==> config.mk <==
export PLATFORM = sky130hd
export DESIGN_NAME = tile_painter
export DESIGN_NICKNAME = d
export VERILOG_FILES = /design/src/rtl/tile_painter.sv
export SDC_FILE = /design/constraint.sdc
export NUM_CORES = 1
export LEC_CHECK = 0
export BUFFER_PORTS_ARGS = -buffer_cell sky130_fd_sc_hd__buf_2
export CAP_MARGIN = 20
export CORE_ASPECT_RATIO = 1.1
export CORE_UTILIZATION = 30
export CTS_BUF_LIST = sky130_fd_sc_hd__clkbuf_4 sky130_fd_sc_hd__clkbuf_8 sky130_fd_sc_hd__clkbuf_16
export CTS_CLUSTER_DIAMETER = 30
export DETAILED_ROUTE_END_ITERATION = 8
export PLACE_DENSITY = 0.44
export REMOVE_ABC_BUFFERS = 1
export SYNTH_ARGS = -nofsm -noshare
export SYNTH_HDL_FRONTEND = slang
export SYNTH_SLANG_ARGS = --single-unit
==> constraint.sdc <==
create_clock -name clk -period 4.07 [get_ports clk]
set_clock_uncertainty 0.1 [all_clocks]
set_input_delay 0.6105 -clock clk [delete_from_list [all_inputs] [get_ports clk]]
set_output_delay 0.6105 -clock clk [all_outputs]
set_load 0.005 [all_outputs]
==> src/rtl/tile_painter.sv <==
// Purpose: paints changed grid cells (and full-screen clears) as a stream of RGB565 pixels.
// Latency: first pixel presented one cycle after entering CLEAR/PAINT, then one pixel per accepted cycle.
// Backpressure: pix_ready low holds pix_x/pix_y/pix_color stable; enable stays low until the burst ends.
module tile_painter #(
    parameter int TILE = 8
) (
    input  logic        clk,
    input  logic        nrst,
    input  logic        diff,
    input  logic [2:0]  obj_code,
    input  logic [3:0]  x,
    input  logic [3:0]  y,
    input  logic        clear_req,
    input  logic        pix_ready,
    output logic        enable,
    output logic        pix_valid,
    output logic [7:0]  pix_x,
    output logic [7:0]  pix_y,
    output logic [15:0] pix_color,
    output logic        busy,
    output logic        sweep_done,
    output logic [7:0]  dirty_last
);

    typedef enum logic [1:0] {
        ST_CLEAR = 2'd0,
        ST_SCAN  = 2'd1,
        ST_PAINT = 2'd2
    } state_t;

    localparam logic [7:0] TILE_W    = 8'(TILE);
    localparam logic [7:0] TILE_MAX  = 8'(TILE - 1);
    localparam logic [7:0] CLR_X_MAX = 8'(16 * TILE - 1);
    localparam logic [7:0] CLR_Y_MAX = 8'(12 * TILE - 1);

    // Object code to RGB565 colour; unused codes paint black.
    function automatic logic [15:0] color_map(input logic [2:0] code);
        logic [15:0] c;
        case (code)
            3'd1:    c = 16'h07E0;
            3'd2:    c = 16'h03E0;
            3'd3:    c = 16'hF800;
            3'd4:    c = 16'h8410;
            default: c = 16'h0000;
        endcase
        return c;
    endfunction

    state_t      state_q, state_d;
    // Pixel index of the currently presented pixel within the burst (screen in CLEAR, tile in PAINT).
    logic [7:0]  cnt_x_q, cnt_x_d;
    logic [7:0]  cnt_y_q, cnt_y_d;
    // Pixel origin and colour of the burst; zero origin and black for a clear.
    logic [7:0]  base_x_q, base_x_d;
    logic [7:0]  base_y_q, base_y_d;
    logic [15:0] color_q, color_d;
    logic        pix_valid_q, pix_valid_d;
    logic [7:0]  pix_x_q, pix_x_d;
    logic [7:0]  pix_y_q, pix_y_d;
    logic [15:0] pix_color_q, pix_color_d;
    logic        sweep_done_q, sweep_done_d;
    logic [7:0]  dirty_cnt_q, dirty_cnt_d;
    logic [7:0]  dirty_last_q, dirty_last_d;

    logic        capture;
    logic [7:0]  last_x, last_y;
    logic [7:0]  dirty_next;

    // Next-state, pixel sequencing and sweep bookkeeping.
    always_comb begin
        state_d      = state_q;
        cnt_x_d      = cnt_x_q;
        cnt_y_d      = cnt_y_q;
        base_x_d     = base_x_q;
        base_y_d     = base_y_q;
        color_d      = color_q;
        pix_valid_d  = pix_valid_q;
        pix_x_d      = pix_x_q;
        pix_y_d      = pix_y_q;
        pix_color_d  = pix_color_q;
        capture      = 1'b0;
        last_x       = (state_q == ST_CLEAR) ? CLR_X_MAX : TILE_MAX;
        last_y       = (state_q == ST_CLEAR) ? CLR_Y_MAX : TILE_MAX;

        case (state_q)
            ST_SCAN: begin
                if (diff) begin
                    // A changed cell wins over a pending clear request.
                    capture  = 1'b1;
                    state_d  = ST_PAINT;
                    base_x_d = {4'b0000, x} * TILE_W;
                    base_y_d = {4'b0000, y} * TILE_W;
                    color_d  = color_map(obj_code);
                    cnt_x_d  = 8'd0;
                    cnt_y_d  = 8'd0;
                end else if (clear_req) begin
                    state_d  = ST_CLEAR;
                    base_x_d = 8'd0;
                    base_y_d = 8'd0;
                    color_d  = 16'h0000;
                    cnt_x_d  = 8'd0;
                    cnt_y_d  = 8'd0;
                end
            end
            ST_CLEAR, ST_PAINT: begin
                if (!pix_valid_q) begin
                    // Entry cycle: present the first pixel of the burst.
                    pix_valid_d = 1'b1;
                    pix_x_d     = base_x_q + cnt_x_q;
                    pix_y_d     = base_y_q + cnt_y_q;
                    pix_color_d = color_q;
                end else if (pix_ready) begin
                    if (cnt_x_q == last_x && cnt_y_q == last_y) begin
                        state_d     = ST_SCAN;
                        pix_valid_d = 1'b0;
                        cnt_x_d     = 8'd0;
                        cnt_y_d     = 8'd0;
                    end else begin
                        if (cnt_x_q == last_x) begin
                            cnt_x_d = 8'd0;
                            cnt_y_d = cnt_y_q + 8'd1;
                        end else begin
                            cnt_x_d = cnt_x_q + 8'd1;
                        end
                        pix_x_d = base_x_q + cnt_x_d;
                        pix_y_d = base_y_q + cnt_y_d;
                    end
                end
            end
            default: begin
                state_d     = ST_CLEAR;
                pix_valid_d = 1'b0;
                cnt_x_d     = 8'd0;
                cnt_y_d     = 8'd0;
                base_x_d    = 8'd0;
                base_y_d    = 8'd0;
                color_d     = 16'h0000;
            end
        endcase

        // The scanner has wrapped once it is allowed past the last cell.
        sweep_done_d = (state_q == ST_SCAN) && (x == 4'd15) && (y == 4'd11);
        dirty_next   = dirty_cnt_q + {7'd0, capture};
        if (sweep_done_d) begin
            dirty_last_d = dirty_next;
            dirty_cnt_d  = 8'd0;
        end else begin
            dirty_last_d = dirty_last_q;
            dirty_cnt_d  = dirty_next;
        end
    end

    // State and registered outputs; reset aborts any burst and restarts the clear.
    always_ff @(posedge clk or negedge nrst) begin
        if (!nrst) begin
            state_q      <= ST_CLEAR;
            cnt_x_q      <= 8'd0;
            cnt_y_q      <= 8'd0;
            base_x_q     <= 8'd0;
            base_y_q     <= 8'd0;
            color_q      <= 16'h0000;
            pix_valid_q  <= 1'b0;
            pix_x_q      <= 8'd0;
            pix_y_q      <= 8'd0;
            pix_color_q  <= 16'h0000;
            sweep_done_q <= 1'b0;
            dirty_cnt_q  <= 8'd0;
            dirty_last_q <= 8'd0;
        end else begin
            state_q      <= state_d;
            cnt_x_q      <= cnt_x_d;
            cnt_y_q      <= cnt_y_d;
            base_x_q     <= base_x_d;
            base_y_q     <= base_y_d;
            color_q      <= color_d;
            pix_valid_q  <= pix_valid_d;
            pix_x_q      <= pix_x_d;
            pix_y_q      <= pix_y_d;
            pix_color_q  <= pix_color_d;
            sweep_done_q <= sweep_done_d;
            dirty_cnt_q  <= dirty_cnt_d;
            dirty_last_q <= dirty_last_d;
        end
    end

    assign enable     = (state_q == ST_SCAN);
    assign busy       = (state_q != ST_SCAN);
    assign pix_valid  = pix_valid_q;
    assign pix_x      = pix_x_q;
    assign pix_y      = pix_y_q;
    assign pix_color  = pix_color_q;
    assign sweep_done = sweep_done_q;
    assign dirty_last = dirty_last_q;

endmodule

==> results.json, run 1 <==
{
  "status": "complete, no violations",
  "drt_first_pass_iters": 4,
  "maxCapViolations": 0,
  "period_share_pct": 86.0,
  "synthFlopType": "dfrtp_1",
  "critPathKind": "register to register",
  "avgSynthCellArea_um2": 10.3,
  "drive_gt1_share_pct": 24.3,
  "cts_sinks": 70,
  "finalSetupViolCount": 0,
  "cpPeakStageDelay_ns": 0.50,
  "port_buffers": 55,
  "dp_hpwl_um": 6440,
  "cp-startpoint": "cnt_x_q[0]$_DFFE_PN0P_",
  "ys_ff_latch": 70,
  "fin_area_mm2": 0.00446,
  "clockRootBuffer": "clkbuf_16",
  "clock_tree.buffer_depth": 2,
  "synth_edf_count": 0,
  "fin_ws_ns": 0.568,
  "reg2reg_from": "cnt_x_q[0]$_DFFE_PN0P_",
  "max_slew_margin_pct": 35.2,
  "grt_pass1_vias": 2787,
  "synthArstFlopShare_pct": 100,
  "grt_max_degree": 37,
  "final-max-slew-violation-count": 0,
  "finalNetCount": 445,
  "route.detailed.drc": 0,
  "clk_pin_slew_ns": 0.06,
  "die_w_um": 110,
  "drt_iter0_drc": 228,
  "overflow": 0,
  "cts_buffers": 9,
  "die_area_mm2": 0.0132,
  "hold_buffers": 0,
  "grt_pass1_wl_um": 14700,
  "yosys.cell_types.count": 55,
  "worstPathCellList": "ha_1 > and4bb_2 > a22oi_1 > nor2_1 > o21ai_0 > a32o_1 > ha_1 > inv_1 > fa_1 > inv_1 > a21o_1 > a21oi_1 > xor2_1 > mux2_2",
  "hold_viol_final": 0,
  "ios": 60,
  "reg2regPathDepth": 14,
  "whs_ns": 0.249,
  "grt_usage_pct": 15.1,
  "finalPower_mw": 1.64,
  "rsz0062_at_grt": "false",
  "worstMarginPinSlew_ns": 0.972,
  "num_rows": 42,
  "cts_setup_buffers": 0,
  "cp-start-kind": "register",
  "cp_slowest_cell": "a22oi_1",
  "gp_congestion": 0.861,
  "arrival_ns": 3.63,
  "max_freq_ghz": 0.286,
  "antenna_found_initial": 0,
  "drt_wl_total_um": 9060,
  "area_growth_pct": 16.6,
  "cp_max_fo": 9,
  "place_ws_ns": 0.595,
  "rr_endpoint": "pix_x[7]$_DFFE_PN0P_",
  "dpl-instance-area_mm2": 0.00418,
  "vias": 2873,
  "reg2reg_setup_slack_ns": 0.57,
  "synth_cells": 372,
  "finalCriticalPeriod_ns": 3.50,
  "synth_warnings": 0,
  "cts_resized": 0,
  "vdd_drop_max_v": 0.000164,
  "synth_area_mm2": 0.00382,
  "ys_seq_area_share_pct": 45.8,
  "start_util_pct": 31.2,
  "htree_levels": 3,
  "die_height_um": 120,
  "hold_path_class": "input pin to async pin",
  "tns_ns": 0,
  "wl_per_cell_um": 15.8,
  "core_mm2": 0.0122,
  "pwr_density_cell_mw_per_mm2": 369,
  "cts_tree": "done",
  "via_per_inst": 5.01,
  "critPathCaptureType": "register",
  "cp.required_ns": 4.20,
  "antenna_cells": 0,
  "clock_latency_ns": 0.34,
  "leakagePower_nw": 2.25,
  "ant_nets": 0
}
-- cell type report --
class | instances | area, um2
flip-flops and latches | 70 | 1750
clock buffers | 10 | 239
repair buffers | 60 | 313
well taps | 154 | 193
inverters | 16 | 60.1
multi-input cells | 258 | 1860
clock inverters | 6 | 42.5
fillers | 1255 | 7790
-- cell families after synthesis --
group	Yosys count	synth area share (%)
mux	25	7.86
simple gates	113	15.2
xor+xnor	21	4.81
other cells	1	0.0981
buf+inv	47	6.22
compound gates	81	15.1
fa+ha+maj	14	4.98
flops	70	45.8
-- power breakdown --
group | switching [mW] | internal, mW
registers | 0.0325 | 0.723
clock network | 0.317 | 0.431
logic | 0.0798 | 0.0618
-- metrics by stage --
step	utilization, %	std cells
4_1_cts	36.4	574
6_report	36.4	574
5_1_grt	36.4	574
3_3_place_gp	34.1	558
2_1_floorplan	-	344
3_5_place_dp	34.1	558
-- routing by layer --
layer | track usage [%] | up-vias | wire length, um
li1 | - | 1391 | -
met1 | 20.6 | 1406 | 4480
met2 | 22.0 | 65 | 3990
met3 | 4.15 | 11 | 398
met4 | 7.17 | 0 | 187
met5 | 0 | - | 0
-- flip-flops by register name, summed over array words and instances (netlist names) --
signal,flops
sweep_done,1
dirty_cnt_q,8
pix_valid,1
dirty_last,8
cnt_x_q,8
base_x_q,4
state_q,2
pix_y,8
base_y_q,4
cnt_y_q,8
pix_color,5
color_q,5
pix_x,8
-- synth_stat cells, types with 10 or more instances --
library cell  instances  area (um2)
xnor2_1              12         105
buf_4                12        90.1
inv_1                15        56.3
clkbuf_1             13        48.8
nand2_1              26        97.6
mux2_2               12         135
o21ai_0              20         100
nand3_1              10        50.1
a22o_1               13         114
ha_1                 12         150
nor2_1               36         135
a21oi_1              15        75.1
dfrtp_1              70        1750
-- cell usage in the layout (no fill, tap or decap), drive strengths merged, types with 2 or more instances in the layout --
cell / count
a21oi: 15
a22o: 14
nand3b: 3
fa: 2
conb: 4
o21ai: 20
ha: 12
xnor2: 12
mux2i: 6
o31ai: 3
nor2b: 4
mux2: 19
a31oi: 5
nand3: 10
a22oi: 2
nor3: 8
a32o: 3
nor4: 4
and4: 2
and3: 5
nand2: 27
clkbuf: 10
inv: 17
dfrtp: 70
nand4: 4
nor2: 36
xor2: 9
buf: 60
nand2b: 4
a21o: 9
a221oi: 2
clkinv: 3
clkinvlp: 2
-- critical path: cells and delay by family, from the launching register on --
family / cells / cell delay (ns)
AO/OA/AOI/OAI: 5 / 1.04
adder cells (fa/ha/maj): 3 / 0.90
flip-flops: 1 / 0.41
AND/OR/NAND/NOR: 2 / 0.39
multiplexers: 1 / 0.26
XOR/XNOR: 1 / 0.16
buffers and inverters: 2 / 0.13
-- how the worst max path moves through the flow --
stage                           end  slack, ns  cells after the start
5_1_grt        pix_x[7]$_DFFE_PN0P_       0.35                     14
3_5_place_dp   pix_x[7]$_DFFE_PN0P_       0.60                     14
2_1_floorplan  pix_y[7]$_DFFE_PN0P_       0.94                     13
3_3_place_gp   pix_x[7]$_DFFE_PN0P_       0.71                     14
6_report       pix_x[7]$_DFFE_PN0P_       0.57                     14
4_1_cts        pix_x[7]$_DFFE_PN0P_       0.57                     14
Note: power is estimated with default switching activity, not from simulation.
==> run 2, diff against run 1 <==
- MAX_ROUTING_LAYER: unset -> met4
==> run 2 against run 1 <==
Die area is the same. Critical endpoint unchanged. Wire length is 0.78% lower. Final area is the same. Largest power group unchanged. Largest cell class unchanged.
==> results.json, run 2 (synthesis results as in run 1) <==
{
  "path_depth": 14,
  "max_slew_margin_pct": 35.7,
  "critPathKind": "register to register",
  "finalPower_mw": 1.64,
  "clk_pin_slew_ns": 0.06,
  "clockRootBuffer": "clkbuf_16",
  "status": "complete, no violations",
  "crit_family": "compound AO/OA/AOI/OAI gates",
  "htree_levels": 3,
  "reg2regPathDepth": 14,
  "cp_max_fo": 9,
  "cts_buffers": 9,
  "stdcell_count": 574,
  "maxCapViolations": 0,
  "overflow": 0,
  "tns_ns": 0,
  "reg2reg_from": "cnt_x_q[0]$_DFFE_PN0P_",
  "antenna_found_initial": 0,
  "rsz0062_at_grt": "false",
  "drive_gt1_share_pct": 24.3,
  "final_cell_mix": "dfrtp_1 (70), buf_2 (55), nor2_1 (36)",
  "cp_slowest_cell": "a22oi_1",
  "core_mm2": 0.0122,
  "start_util_pct": 31.2,
  "vdd_drop_max_v": 0.000164,
  "clock_latency_ns": 0.34,
  "worstMarginPinSlew_ns": 0.964,
  "worstPathCellList": "ha_1 > and4bb_2 > a22oi_1 > nor2_1 > o21ai_0 > a32o_1 > ha_1 > inv_1 > fa_1 > inv_1 > a21o_1 > a21oi_1 > xor2_1 > mux2_2",
  "grt_pass1_vias": 2771,
  "reg2reg_setup_slack_ns": 0.58,
  "cp-startpoint": "cnt_x_q[0]$_DFFE_PN0P_",
  "clock_tree.buffer_depth": 2,
  "grt_pass1_wl_um": 14800,
  "die_height_um": 120,
  "drt_iter0_drc": 184,
  "cp-start-kind": "register",
  "arrival_ns": 3.62,
  "rr_endpoint": "pix_x[7]$_DFFE_PN0P_",
  "max_freq_ghz": 0.286,
  "grt_usage_pct": 15.6,
  "grt_max_degree": 37,
  "cts_setup_buffers": 0,
  "hold_buffers": 0,
  "hold_viol_final": 0,
  "finalNetCount": 445,
  "via_per_inst": 5.01,
  "port_buffers": 55,
  "finalSetupViolCount": 0,
  "die_w_um": 110,
  "vias": 2878,
  "gp_congestion": 0.875,
  "cts_resized": 0,
  "mostFrequentLayoutCell": "dfrtp_1",
  "ios": 60,
  "dp.cells": 558,
  "hold_path_class": "input pin to async pin",
  "drt_first_pass_iters": 4,
  "route.detailed.drc": 0,
  "critPathCaptureType": "register",
  "cts_sinks": 70,
  "leakagePower_nw": 2.25,
  "area_growth_pct": 16.6,
  "dp_hpwl_um": 6440,
  "antenna_cells": 0,
  "pwr_density_cell_mw_per_mm2": 368,
  "final-max-slew-violation-count": 0,
  "finalCriticalPeriod_ns": 3.49,
  "cp.buffers_inverters": 2,
  "cts_tree": "done",
  "period_share_pct": 85.8,
  "cp.required_ns": 4.19,
  "wl_per_cell_um": 15.7,
  "drt_wl_total_um": 8990,
  "die_area_mm2": 0.0132,
  "cpPeakStageDelay_ns": 0.50,
  "num_rows": 42,
  "final_core_util_pct": 36.4,
  "ant_nets": 0
}
[run 2: cell counts in the layout (fill, tap and decap cells not counted)]
No cell type changed its count.
[run 2: cell type report]
class / count / area, um2
Fill cell: 1255 / 7790
Multi-Input combinational cell: 258 / 1860
Sequential cell: 70 / 1750
Timing Repair Buffer: 60 / 313
Clock buffer: 10 / 239
Tap cell: 154 / 193
Inverter: 16 / 60.1
Clock inverter: 6 / 42.5
[run 2: worst max-delay path by stage]
stage	to
5_1_grt	pix_x[7]$_DFFE_PN0P_
4_1_cts	pix_x[7]$_DFFE_PN0P_
2_1_floorplan	pix_y[7]$_DFFE_PN0P_
6_report	pix_x[7]$_DFFE_PN0P_
3_3_place_gp	pix_x[7]$_DFFE_PN0P_
3_5_place_dp	pix_x[7]$_DFFE_PN0P_
[run 2: layer usage]
metal	global-route usage, %	up-vias	wire length [um]
met2	22.0	76	3970
met5	-	-	0
met3	4.47	11	488
li1	-	1389	-
met4	6.67	0	131
met1	20.7	1402	4400
[run 2: report_power, final]
part / switching, mW / internal, mW
clock network: 0.313 / 0.431
logic: 0.0792 / 0.0617
registers: 0.0324 / 0.723
[run 2: stage by stage]
step | worst slack [ns] | instance area [um2] | hold slack (ns)
2_1_floorplan | 0.940 | 3660 | 0.215
3_3_place_gp | 0.711 | 4180 | 0.370
3_5_place_dp | 0.595 | 4180 | 0.368
4_1_cts | 0.575 | 4460 | 0.273
5_1_grt | 0.353 | 4460 | 0.313
6_report | 0.579 | 4460 | 0.253
